==> config.mk <==
export PLATFORM = sky130hd
export DESIGN_NAME = cla_pipelined_adder
export DESIGN_NICKNAME = d
export VERILOG_FILES = /design/src/rtl/cla_pkg.sv /design/src/rtl/cla_slice.sv /design/src/rtl/cla_pipelined_adder.sv
export SDC_FILE = /design/constraint.sdc
export NUM_CORES = 1
export LEC_CHECK = 0
export CORE_MARGIN = 3
export CORE_UTILIZATION = 26
export DETAILED_ROUTE_END_ITERATION = 8
export PLACE_DENSITY = 0.45
export SLEW_MARGIN = 15
export SYNTH_ARGS = -nofsm -noshare
export SYNTH_HDL_FRONTEND = slang
export SYNTH_SLANG_ARGS = --single-unit
==> constraint.sdc <==
create_clock -name clk -period 4.2 [get_ports clk]
set_input_delay 0.42 -clock clk [delete_from_list [all_inputs] [get_ports clk]]
set_output_delay 0.42 -clock clk [all_outputs]
set_load 0.005 [all_outputs]
==> src/rtl/cla_pkg.sv <==
// Shared constants for the pipelined carry-lookahead adder.
// Default geometry, lookahead group size and the add/subtract op encoding.
package cla_pkg;

    localparam int DEF_WIDTH = 32;
    localparam int DEF_SLICE = 16;
    localparam int GRP       = 4;

    typedef enum logic {
        OP_ADD = 1'b0,
        OP_SUB = 1'b1
    } op_e;

endpackage

==> src/rtl/cla_slice.sv <==
// Combinational W-bit carry-lookahead adder slice.
// 4-bit lookahead groups joined by a second-level carry unit.
module cla_slice
    import cla_pkg::*;
#(
    parameter int W = DEF_SLICE
) (
    input  logic [W-1:0] a,
    input  logic [W-1:0] b,
    input  logic         c_in,
    output logic [W-1:0] sum,
    output logic         c_out,
    output logic         c_msb,
    output logic         p,
    output logic         g
);

    localparam int NG = W / GRP;

    logic [W-1:0]  bp;
    logic [W-1:0]  bg;
    logic [W-1:0]  cb;
    logic [NG-1:0] gp;
    logic [NG-1:0] gg;
    logic [NG:0]   gc;
    logic          gacc;

    always_comb begin
        bp   = a ^ b;
        bg   = a & b;
        gp   = '0;
        gg   = '0;
        gc   = '0;
        cb   = '0;
        gacc = 1'b0;
        for (int i = 0; i < NG; i++) begin
            gp[i] = &bp[i*GRP +: GRP];
            gg[i] = bg[i*GRP+3]
                  | (bp[i*GRP+3] & bg[i*GRP+2])
                  | (bp[i*GRP+3] & bp[i*GRP+2] & bg[i*GRP+1])
                  | (bp[i*GRP+3] & bp[i*GRP+2] & bp[i*GRP+1] & bg[i*GRP]);
        end
        // second-level unit: group carries, plus a carry-in-free generate
        gc[0] = c_in;
        for (int i = 0; i < NG; i++) begin
            gc[i+1] = gg[i] | (gp[i] & gc[i]);
            gacc    = gg[i] | (gp[i] & gacc);
        end
        for (int i = 0; i < NG; i++) begin
            cb[i*GRP]   = gc[i];
            cb[i*GRP+1] = bg[i*GRP] | (bp[i*GRP] & gc[i]);
            cb[i*GRP+2] = bg[i*GRP+1]
                        | (bp[i*GRP+1] & bg[i*GRP])
                        | (bp[i*GRP+1] & bp[i*GRP] & gc[i]);
            cb[i*GRP+3] = bg[i*GRP+2]
                        | (bp[i*GRP+2] & bg[i*GRP+1])
                        | (bp[i*GRP+2] & bp[i*GRP+1] & bg[i*GRP])
                        | (bp[i*GRP+2] & bp[i*GRP+1] & bp[i*GRP] & gc[i]);
        end
        sum   = bp ^ cb;
        c_out = gc[NG];
        c_msb = cb[W-1];
        p     = &gp;
        g     = gacc;
    end

endmodule

==> src/rtl/cla_pipelined_adder.sv <==
// Pipelined add/subtract: one CLA slice per stage, skewed operands and sums.
// Single global advance with valid/ready handshake on both ends.
module cla_pipelined_adder
    import cla_pkg::*;
#(
    parameter int WIDTH = DEF_WIDTH,
    parameter int SLICE = DEF_SLICE
) (
    input  logic             clk,
    input  logic             rst_n,
    input  logic             in_valid,
    output logic             in_ready,
    input  logic [WIDTH-1:0] a,
    input  logic [WIDTH-1:0] b,
    input  logic             c_in,
    input  logic             sub,
    output logic             out_valid,
    input  logic             out_ready,
    output logic [WIDTH-1:0] sum,
    output logic             c_out,
    output logic             ovf,
    output logic             zero,
    output logic             p,
    output logic             g
);

    localparam int NSTAGE = WIDTH / SLICE;

    logic             advance;
    logic [WIDTH-1:0] b_eff;
    logic             c_eff;

    assign advance  = !out_valid || out_ready;
    assign in_ready = advance;
    assign b_eff    = (op_e'(sub) == OP_SUB) ? ~b : b;
    assign c_eff    = c_in ^ sub;

    for (genvar k = 0; k < NSTAGE; k++) begin : stg
        localparam int IW = WIDTH - k*SLICE;
        localparam int OW = (k+1)*SLICE;

        logic             v_i, c_i, p_i, g_i, z_i;
        logic [IW-1:0]    a_i, b_i;
        logic [SLICE-1:0] sl_sum;
        logic             sl_co, sl_cm, sl_p, sl_g;
        logic [OW-1:0]    s_nx;
        logic             v_q, c_q, p_q, g_q, z_q;
        logic [OW-1:0]    s_q;

        if (k == 0) begin : head
            assign v_i  = in_valid;
            assign a_i  = a;
            assign b_i  = b_eff;
            assign c_i  = c_eff;
            assign p_i  = 1'b1;
            assign g_i  = 1'b0;
            assign z_i  = 1'b1;
            assign s_nx = sl_sum;
        end else begin : body
            assign v_i  = stg[k-1].v_q;
            assign a_i  = stg[k-1].mid.a_q;
            assign b_i  = stg[k-1].mid.b_q;
            assign c_i  = stg[k-1].c_q;
            assign p_i  = stg[k-1].p_q;
            assign g_i  = stg[k-1].g_q;
            assign z_i  = stg[k-1].z_q;
            assign s_nx = {sl_sum, stg[k-1].s_q};
        end

        cla_slice #(.W(SLICE)) u_slice (
            .a     (a_i[SLICE-1:0]),
            .b     (b_i[SLICE-1:0]),
            .c_in  (c_i),
            .sum   (sl_sum),
            .c_out (sl_co),
            .c_msb (sl_cm),
            .p     (sl_p),
            .g     (sl_g)
        );

        always_ff @(posedge clk or negedge rst_n) begin
            if (!rst_n) begin
                v_q <= 1'b0;
                c_q <= 1'b0;
                p_q <= 1'b0;
                g_q <= 1'b0;
                z_q <= 1'b0;
                s_q <= '0;
            end else if (advance) begin
                v_q <= v_i;
                if (v_i) begin
                    s_q <= s_nx;
                    c_q <= sl_co;
                    p_q <= p_i & sl_p;
                    g_q <= sl_g | (sl_p & g_i);
                    z_q <= z_i & (sl_sum == '0);
                end
            end
        end

        if (k == NSTAGE-1) begin : last
            logic ovf_q;
            always_ff @(posedge clk or negedge rst_n) begin
                if (!rst_n)
                    ovf_q <= 1'b0;
                else if (advance && v_i)
                    ovf_q <= sl_cm ^ sl_co;
            end
        end else begin : mid
            // upper operand slices still waiting for their stage
            logic [IW-SLICE-1:0] a_q, b_q;
            logic                unused_cm;
            assign unused_cm = sl_cm;
            always_ff @(posedge clk or negedge rst_n) begin
                if (!rst_n) begin
                    a_q <= '0;
                    b_q <= '0;
                end else if (advance && v_i) begin
                    a_q <= a_i[IW-1:SLICE];
                    b_q <= b_i[IW-1:SLICE];
                end
            end
        end
    end

    assign out_valid = stg[NSTAGE-1].v_q;
    assign sum       = stg[NSTAGE-1].s_q;
    assign c_out     = stg[NSTAGE-1].c_q;
    assign ovf       = stg[NSTAGE-1].last.ovf_q;
    assign zero      = stg[NSTAGE-1].z_q;
    assign p         = stg[NSTAGE-1].p_q;
    assign g         = stg[NSTAGE-1].g_q;

endmodule

==> qor.txt <==
status = finished, final reports clean
count of flip-flops with a built-in enable after synthesis = 0
number of synthesis warnings = 0
peak supply drop = 0.1563 mV
# fillers = 2036
placed instance count = 911
H-tree levels = 3
Port Buffers = 108
GR Overflow Total = 0
Worst slew margin = 48.47%
Worst R2R Path Depth = 13
crit path DAT = 4.26 ns
global-route wire length before repair = 22960 um
Critical Path RT = 4.45 ns
Worst setup SP type = flip-flop
final period utilization = 95.46%
gate count of the mapped netlist = 549
number of global-route vias before repair = 4371
Worst-Skew Late Latency = 0.34 ns
via count = 4179
Final Skew = 0.009117 ns
post-synthesis sequential area ratio = 43.10%
GRT Util Overall = 13.19%
Die ar. = 0.02207 mm2
syn avg cell area = 9.624 um2
DR vias/cell = 4.508
top post-synthesis cells by count = nand2_1 (116), dfrtp_1 (91), o21ai_0 (53)
core area = 0.01972 mm2
post-route ant nets = 0
I/O Pins = 109
antenna violations before repair = 0
Clock Path Buffers = 2
Worst setup EP type = flip-flop
cell area power density = 515.6 mW/mm2
fmax = 249.4 MHz
root buffer cell = clkbuf_16
DR WL/cell = 15.28 um
Pre-antenna DRT Iters = 4
post-layout min period = 4.009 ns
DIE HEIGHT = 148.6 um
Yosys top cell area share = 43.10%
initial drt markers = 231
Slew @ Worst Pin = 0.7729 ns
Finished Layout Cells = 927
CTS sink count = 91
count leader, synth = nand2_1
total power = 3.617 mW
Crit Path Class = reg2reg
Setup Buffers After CTS = 0
HPWL after DPL = 11350 um
drt total wl = 14170 um
n_diodes = 0
Synth Register Bits = 91
die width = 148.6 um
DRC viols = 0
ys flop type = dfrtp_1
syn nets = 659
Synth area leaders = dfrtp_1 (43%), nand2_1 (8.2%), ha_1 (7.6%)
cell taking the most area after synthesis = dfrtp_1
initial core utilization = 26.80%
Finished Core Util = 35.58%
synthesized area = 0.005284 mm2
Final Max Slew Viols = 0
Setup-failing EPs final = 0
Synth cell types = 50
Final Net Count = 767
area grow syn2layout = 32.77%
CTS Hold Buffers Added = 0
Max-Cap Viols = 0
Final Hold Fails = 0
Clock Pin Slew Worst Setup and Hold Paths = 0.07 ns
largest net degree at the start of global routing = 61
crit path max fanout = 5
layout cells sized above 1 = 10.42%
clock buffer count from CTS = 9
Hold Crit Class = in2async
setup TNS = 0 ns
row cnt = 51
RePlAce Congestion = 0.8749
CTS tree = done
ys async rst share = 100.0%
LEAKAGE = 3.096 nW
-- layer usage --
metal  part of all wire [%]  GRT usage [%]  up-vias  wire (um)
met1                     49          18.91     1978       6913
met5                      0              0        -          0
met2                     44          19.57       86       6302
li1                       -              -     2100          -
met3                    4.7          2.773       15        663
met4                    2.0          4.896        0        286
-- report_power, final --
part           leakage (nW)  switching [mW]  internal (mW)
Sequential             1.11           0.172           1.14
Combinational          1.84           0.744          0.772
Clock                 0.143           0.333          0.460
Total                  3.10            1.25           2.37
-- area by class of cell --
| class | instances | area (um2) | area share [%] |
|---|---|---|---|
| clock buffer | 11 | 232.7 | 3.317 |
| tap | 265 | 331.6 | 4.726 |
| timing repair buffer | 121 | 1171 | 16.69 |
| multi-input combinational | 410 | 2859 | 40.75 |
| inverter | 24 | 90.09 | 1.284 |
| clock inverter | 5 | 53.80 | 0.7669 |
| sequential | 91 | 2277 | 32.46 |
-- per-stage QoR --
stage               cell area, um2  worst slack (ns)  hold WS, ns
floorplan                     5284            0.2639       0.1244
global route                  7015          -0.05136       0.2025
global placement              6688            0.1796       0.4543
finish                        7015            0.1907       0.1469
CTS                           6974            0.1186       0.1716
detailed placement            6688            0.1529       0.4600
-- state kept, by name (all words and copies together), names as in the netlist --
name,count
c_out,1
g,1
out_valid,1
ovf,1
p,1
stg.c_q,1
stg.g_q,1
stg.mid.a_q,16
stg.mid.b_q,16
stg.p_q,1
stg.s_q,16
stg.v_q,1
stg.z_q,1
sum,32
zero,1
-- kinds of logic (layout without fill, tap and decap cells) --
| group | Yosys count | after routing | share of synthesized area (%) |
|---|---|---|---|
| and+or+nand+nor | 167 | 167 | 14.14 |
| buffers and inverters | 48 | 161 | 3.623 |
| DFF | 91 | 91 | 43.10 |
| xor gates and xnor gates | 55 | 55 | 9.117 |
| adders and majority gates | 40 | 40 | 10.61 |
| muxes | 25 | 25 | 5.281 |
| AOI/OAI and AO/OA | 123 | 123 | 14.14 |
-- final timing paths --
kind / start / slack, ns / endpoint
setup / recovery: stg[0].mid.a_q[9] / 0.19 / zero
setup reg to reg: stg[0].mid.a_q[9] / 0.19 / zero
max in group asynchronous: rst_n / 3.13 / sum[25]
hold / removal: rst_n / 0.15 / sum[5]
min in group clk: stg[0].s_q[9] / 0.47 / sum[9]
hold reg to reg: stg[0].s_q[9] / 0.47 / sum[9]
-- layout by cell type (no fill, tap or decap), drive strengths merged, types with 7 or more instances in the layout --
master,n
nand4,8
xor2,28
fa,8
nand2,116
buf,15
ha,32
dfrtp,91
inv,24
clkbuf,11
xnor2,27
mux2,23
a21oi,28
nand3,7
a21o,12
o21ai,53
clkdlybuf4s50,106
nor2,16
-- what timing repair did --
action,4_1_cts,5_1_grt
endpoints found under the setup margin,0,1
resized for setup,0,8
endpoints found under the hold margin,0,0
-- worst max-delay path, cell delays in order (launching register included) --
cell and delay [ns]:
dfrtp_1 0.38, ha_1 0.31, a21o_1 0.20, a21o_1 0.22
a21oi_2 0.19, o311a_4 0.23, inv_1 0.05, fa_1 0.48
nor4b_2 0.28, nand2_1 0.08, or4_4 0.50, a311o_1 0.27
or4b_1 0.54, o31ai_2 0.18
Note: power is estimated with default switching activity, not from simulation.
==> variant 1, RTL diff (same flow settings) <==
Change the package constant `DEF_SLICE` from 16 to 8.
--- a/src/rtl/cla_pkg.sv
+++ b/src/rtl/cla_pkg.sv
@@ -3,7 +3,7 @@
 package cla_pkg;
 
     localparam int DEF_WIDTH = 32;
-    localparam int DEF_SLICE = 16;
+    localparam int DEF_SLICE = 8;
     localparam int GRP       = 4;
 
     typedef enum logic {
Function: changed (a bounded check fails within 4 cycles, from zero or initial values and one cycle with rst_n low).
==> variant 1 against the unedited design <==
  * Routed wire length grew 42%
  * Area after synthesis grew 71%
  * Setup slack gained 1.0 ns
  * Design area grew 59%
  * Via count grew 31%
  * Power grew 130%
  * Sequential share of layout area grew 12 points
  * Sequential cell count grew 106
==> variant 1: results (changes against the unedited design) <==
- P_leak: 4.78 nW (+55%)
- Final GP Congestion: 0.762 (-13%)
- Crit path launch: stg[2].mid.a_q[1]$_DFFE_PN0P_
- Internal reg-to-reg setup slack: 1.22 ns (+1.03 ns)
- Worst-path cell with the longest stage delay: sky130_fd_sc_hd__or3_1
- Average wire per standard cell: 15.6 microns (+2.3%)
- Vias in the first global route: 5834 (+33%)
- Via count: 5485 (+31%)
- Net count after synthesis: 836 (+27%)
- N_diodes: 0 (unchanged)
- Logic depth of the worst register-to-register path: 11 (-2)
- Maximum cell stage delay along the critical path: 0.39 ns (-0.15 ns)
- Routed met1 length: 11.0 mm (+59%)
- Outcome: finished clean
- Port Buffer Count: 108 (unchanged)
- Wire length of the first global-routing pass: 33.2 mm (+44%)
- Length of the first detailed-routing pass in iterations: 6 (+2)
- GR met1 Demand/Resource: 0.177 (-0.0121)
- Overall fraction of global-route tracks in use: 0.115 (-0.0169)
- Final Skew: 0.0107 ns (+0.00161 ns)
- Largest net degree at the start of global routing: 111 (+82%)
- Number of H-tree levels: 4 (+1)
- Clock insertion delay at the later pin of the skew report: 0.43 ns (+0.09 ns)
- Post-layout net count: 940 (+23%)
- Initial drt markers: 187 (-19%)
- Wire length on met3: 662 microns (-0.15%)
- Top cell types by occurrence after synthesis: 197 x sky130_fd_sc_hd__dfrtp_1, 124 x sky130_fd_sc_hd__mux2_2, 82 x sky130_fd_sc_hd__nand2_1
- Worst slew margin: 0.386 (-0.0986)
- Share of layout cells above drive strength 1: 0.208 (+0.103)
- Leading cell types by total area after synthesis: sky130_fd_sc_hd__dfrtp_1 55%, sky130_fd_sc_hd__mux2_2 15%, sky130_fd_sc_hd__ha_1 4.4%
- Seq/Total Area, Yosys: 0.547 (+0.116)
- Total clock buffers created by CTS: 17 (+8)
- Met2 routing resource usage after global routing: 0.158 (-0.0377)
- Largest registers: stg.mid.a_q: 48 flops, stg.mid.b_q: 48 flops, stg.s_q: 48 flops
- Data arrival time at the worst-slack endpoint: 3.35 ns (-0.91 ns)
- Fill cell instance count of the final layout: 3503 (+72%)
- IR Drop Worst-Case VDD: 0.365 mV (+130%)
- DR WL met2: 8.28 mm (+31%)
- GRT overflow: 0 (unchanged)
==> variant 1: logic make-up (layout without fill, tap and decap cells) <==
logic type / after synthesis / in the layout / synth area share
flops: 197 / 197 / 0.547
buf+inv: 52 / 169 / 0.0244
fa+ha+maj: 40 / 40 / 0.0622
mux: 125 / 125 / 0.156
simple gates: 118 / 118 / 0.0575
xor+xnor: 55 / 55 / 0.0543
compound gates: 139 / 139 / 0.0986
==> variant 1: worst max-delay path, delay by kind of cell (launching register included) <==
kind	cells	cell delay, ns
AO/OA/AOI/OAI	4	0.89
adder cells (fa/ha/maj)	2	0.74
AND/OR/NAND/NOR	3	0.63
flip-flops	1	0.38
XOR/XNOR	1	0.17
buffers and inverters	1	0.09
==> variant 1: report_power, final <==
part | switching [mW] | internal, mW
combinational | 1.65 | 1.78
sequential | 0.490 | 2.72
clock | 0.736 | 0.842
total | 2.87 | 5.34
==> variant 1: area by class of cell <==
type / count / area (sq um) / share of cell area
clock buffers: 19 / 443 / 0.0397
clock inverters: 13 / 125 / 0.0112
inverters: 20 / 75.1 / 0.00672
multi-input cells: 477 / 3870 / 0.347
flip-flops and latches: 197 / 4930 / 0.442
well taps: 448 / 561 / 0.0502
repair buffers: 117 / 1160 / 0.104
==> variant 1: through the flow <==
stage	cells	power [mW]	setup slack [ns]	util	hold slack, ns
final	1291	8.21	1.22	0.330	0.0909
after floorplan	726	5.48	1.28	-	0.124
after CTS	1291	8.37	1.19	0.330	0.138
after global routing	1291	8.90	0.951	0.330	0.153
after detailed placement	1259	6.75	1.06	0.313	0.465
after global placement	1259	6.69	1.09	0.313	0.459
==> variant 2, RTL diff (same flow settings) <==
Made on the original files. Reset style: synchronous (`rst_n`), changed in 3 clocked blocks.
--- a/src/rtl/cla_pipelined_adder.sv
+++ b/src/rtl/cla_pipelined_adder.sv
@@ -78,7 +78,7 @@
             .g     (sl_g)
         );
 
-        always_ff @(posedge clk or negedge rst_n) begin
+        always_ff @(posedge clk) begin
             if (!rst_n) begin
                 v_q <= 1'b0;
                 c_q <= 1'b0;
@@ -100,7 +100,7 @@
 
         if (k == NSTAGE-1) begin : last
             logic ovf_q;
-            always_ff @(posedge clk or negedge rst_n) begin
+            always_ff @(posedge clk) begin
                 if (!rst_n)
                     ovf_q <= 1'b0;
                 else if (advance && v_i)
@@ -111,7 +111,7 @@
             logic [IW-SLICE-1:0] a_q, b_q;
             logic                unused_cm;
             assign unused_cm = sl_cm;
-            always_ff @(posedge clk or negedge rst_n) begin
+            always_ff @(posedge clk) begin
                 if (!rst_n) begin
                     a_q <= '0;
                     b_q <= '0;
Function: differs if rst_n is asserted again (counterexample within 4 cycles, from zero or initial values and one cycle with rst_n low); with rst_n held inactive, the same outputs for 4 cycles.
==> variant 2 against the unedited design <==
  * Synthesized cell count rose by 12%
  * Area after synthesis decreased by 4.5%
  * Sequential share of layout area fell by 5.3 points
  * Non-clock buffer count down 5
  * First-iteration DRC count shrank 1.7%
  * Setup slack better by 0.36 ns
  * Sequential cell count unchanged
  * Design area fell by 4.4%
  * Routed wire length rose by 1.6%
  * Critical path type unchanged
Power is not compared: it rests on default switching activity, and its combinational part moved more than twofold at a synthesized area within 25%.
==> variant 2: results (changes against the unedited design) <==
- Beginning of the worst register-to-register path: stg[0].mid.a_q[3]$_SDFFE_PN0P_
- Met2 routing resource usage after global routing: 0.215 (+0.0190)
- Net count after synthesis: 727 (+10%)
- Final GP Congestion: 0.839 (-4.1%)
- Distinct cells, synth: 52 (+4.0%)
- Worst-path cell with the longest stage delay: sky130_fd_sc_hd__fa_1
- Seq/Total Area, Yosys: 0.361 (-0.0698)
- Top cell types by occurrence after synthesis: 107 x sky130_fd_sc_hd__nand2_1, 91 x sky130_fd_sc_hd__dfxtp_1, 76 x sky130_fd_sc_hd__a21oi_1
- Overall fraction of global-route tracks in use: 0.134 (+0.00197)
- Total clock buffers created by CTS: 9 (unchanged)
- Async SR Flop Fraction: 0 (-1.00)
- Largest net degree at the start of global routing: 41 (-33%)
- Max Fanout on Critical Path: 4 (-1)
- Post-layout net count: 823 (+7.3%)
- Average wire per standard cell: 14.7 microns (-3.7%)
- Initial drt markers: 227 (-1.7%)
- Leading cell types by total area after synthesis: sky130_fd_sc_hd__dfxtp_1 36%, sky130_fd_sc_hd__nand2_1 8.0%, sky130_fd_sc_hd__ha_1 7.9%
- Data arrival time at the worst-slack endpoint: 3.92 ns (-0.34 ns)
- Outcome: finished clean
- Vias in the first global route: 4413 (+0.96%)
- R2r endpoint: zero$_SDFFE_PN0P_
- Wire length of the first global-routing pass: 23.1 mm (+0.63%)
- DP Area: 0.00639 sq mm (-4.5%)
- Share of layout cells above drive strength 1: 0.0487 (-0.0555)
- Internal reg-to-reg setup slack: 0.55 ns (+0.36 ns)
- Maximum cell stage delay along the critical path: 0.51 ns (-0.03 ns)
==> variant 2: changes by cell type after synthesis, sizes merged, moves of 9 or more <==
cell    unedited run  this run
a211oi             1        28
nor2              16        56
o21ai             53        21
clkbuf            14        28
mux2              23         0
dfrtp             91         0
nand2            116       107
a21oi             28        76
dfxtp              0        91
==> variant 2: power groups by stage <==
stage,sequential (mW),clock (mW),combinational [mW]
2_1_floorplan,0.977,0,0.391
3_3_place_gp,0.987,0,0.620
3_5_place_dp,0.988,0,0.626
4_1_cts,0.969,0.894,0.629
5_1_grt,0.975,0.929,0.697
6_report,0.967,0.870,0.625
==> variant 2: how the worst max path moves through the flow <==
| stage | start | to | slack, ns | depth (start not counted) |
|---|---|---|---|---|
| 2_1_floorplan | sub | stg[0].z_q$_SDFFE_PN0P_ | 0.03 | 16 |
| 3_3_place_gp | b[1] | stg[0].z_q$_SDFFE_PN0P_ | 0.34 | 14 |
| 3_5_place_dp | b[1] | stg[0].z_q$_SDFFE_PN0P_ | 0.24 | 15 |
| 4_1_cts | stg[0].mid.a_q[3]$_SDFFE_PN0P_ | zero$_SDFFE_PN0P_ | 0.59 | 13 |
| 5_1_grt | stg[0].mid.a_q[3]$_SDFFE_PN0P_ | zero$_SDFFE_PN0P_ | 0.23 | 13 |
| 6_report | stg[0].mid.a_q[3]$_SDFFE_PN0P_ | zero$_SDFFE_PN0P_ | 0.55 | 13 |
==> variant 2: cell type report <==
type	instances	area share
clock buffer	10	0.0341
clock inverter	6	0.0132
inverter	22	0.0123
multi-input combinational	473	0.451
sequential	91	0.272
tap	260	0.0485
timing repair buffer	116	0.169
==> variant 2: cell families (layout without fill, tap and decap cells) <==
| kind of cell | count (synthesis) | in the layout | share of synthesized area |
|---|---|---|---|
| AOI/OAI and AO/OA | 166 | 166 | 0.210 |
| buffers and inverters | 53 | 154 | 0.0397 |
| adders and majority gates | 40 | 40 | 0.111 |
| DFF | 91 | 91 | 0.361 |
| and+or+nand+nor | 214 | 214 | 0.184 |
| xor gates and xnor gates | 51 | 51 | 0.0901 |
| muxes | 2 | 2 | 0.00397 |
==> variant 2: metal layers <==
layer / up-vias / wire length [microns]
li1: 2347 / -
met1: 2064 / 7030
met3: 14 / 590
met2: 91 / 6580
met4: 0 / 183
met5: - / 0
==> variant 2: stage by stage <==
stage	cells	setup WS, ns
3_5_place_dp	962	0.237
2_1_floorplan	617	0.0329
5_1_grt	978	0.231
6_report	978	0.548
3_3_place_gp	962	0.337
4_1_cts	978	0.594
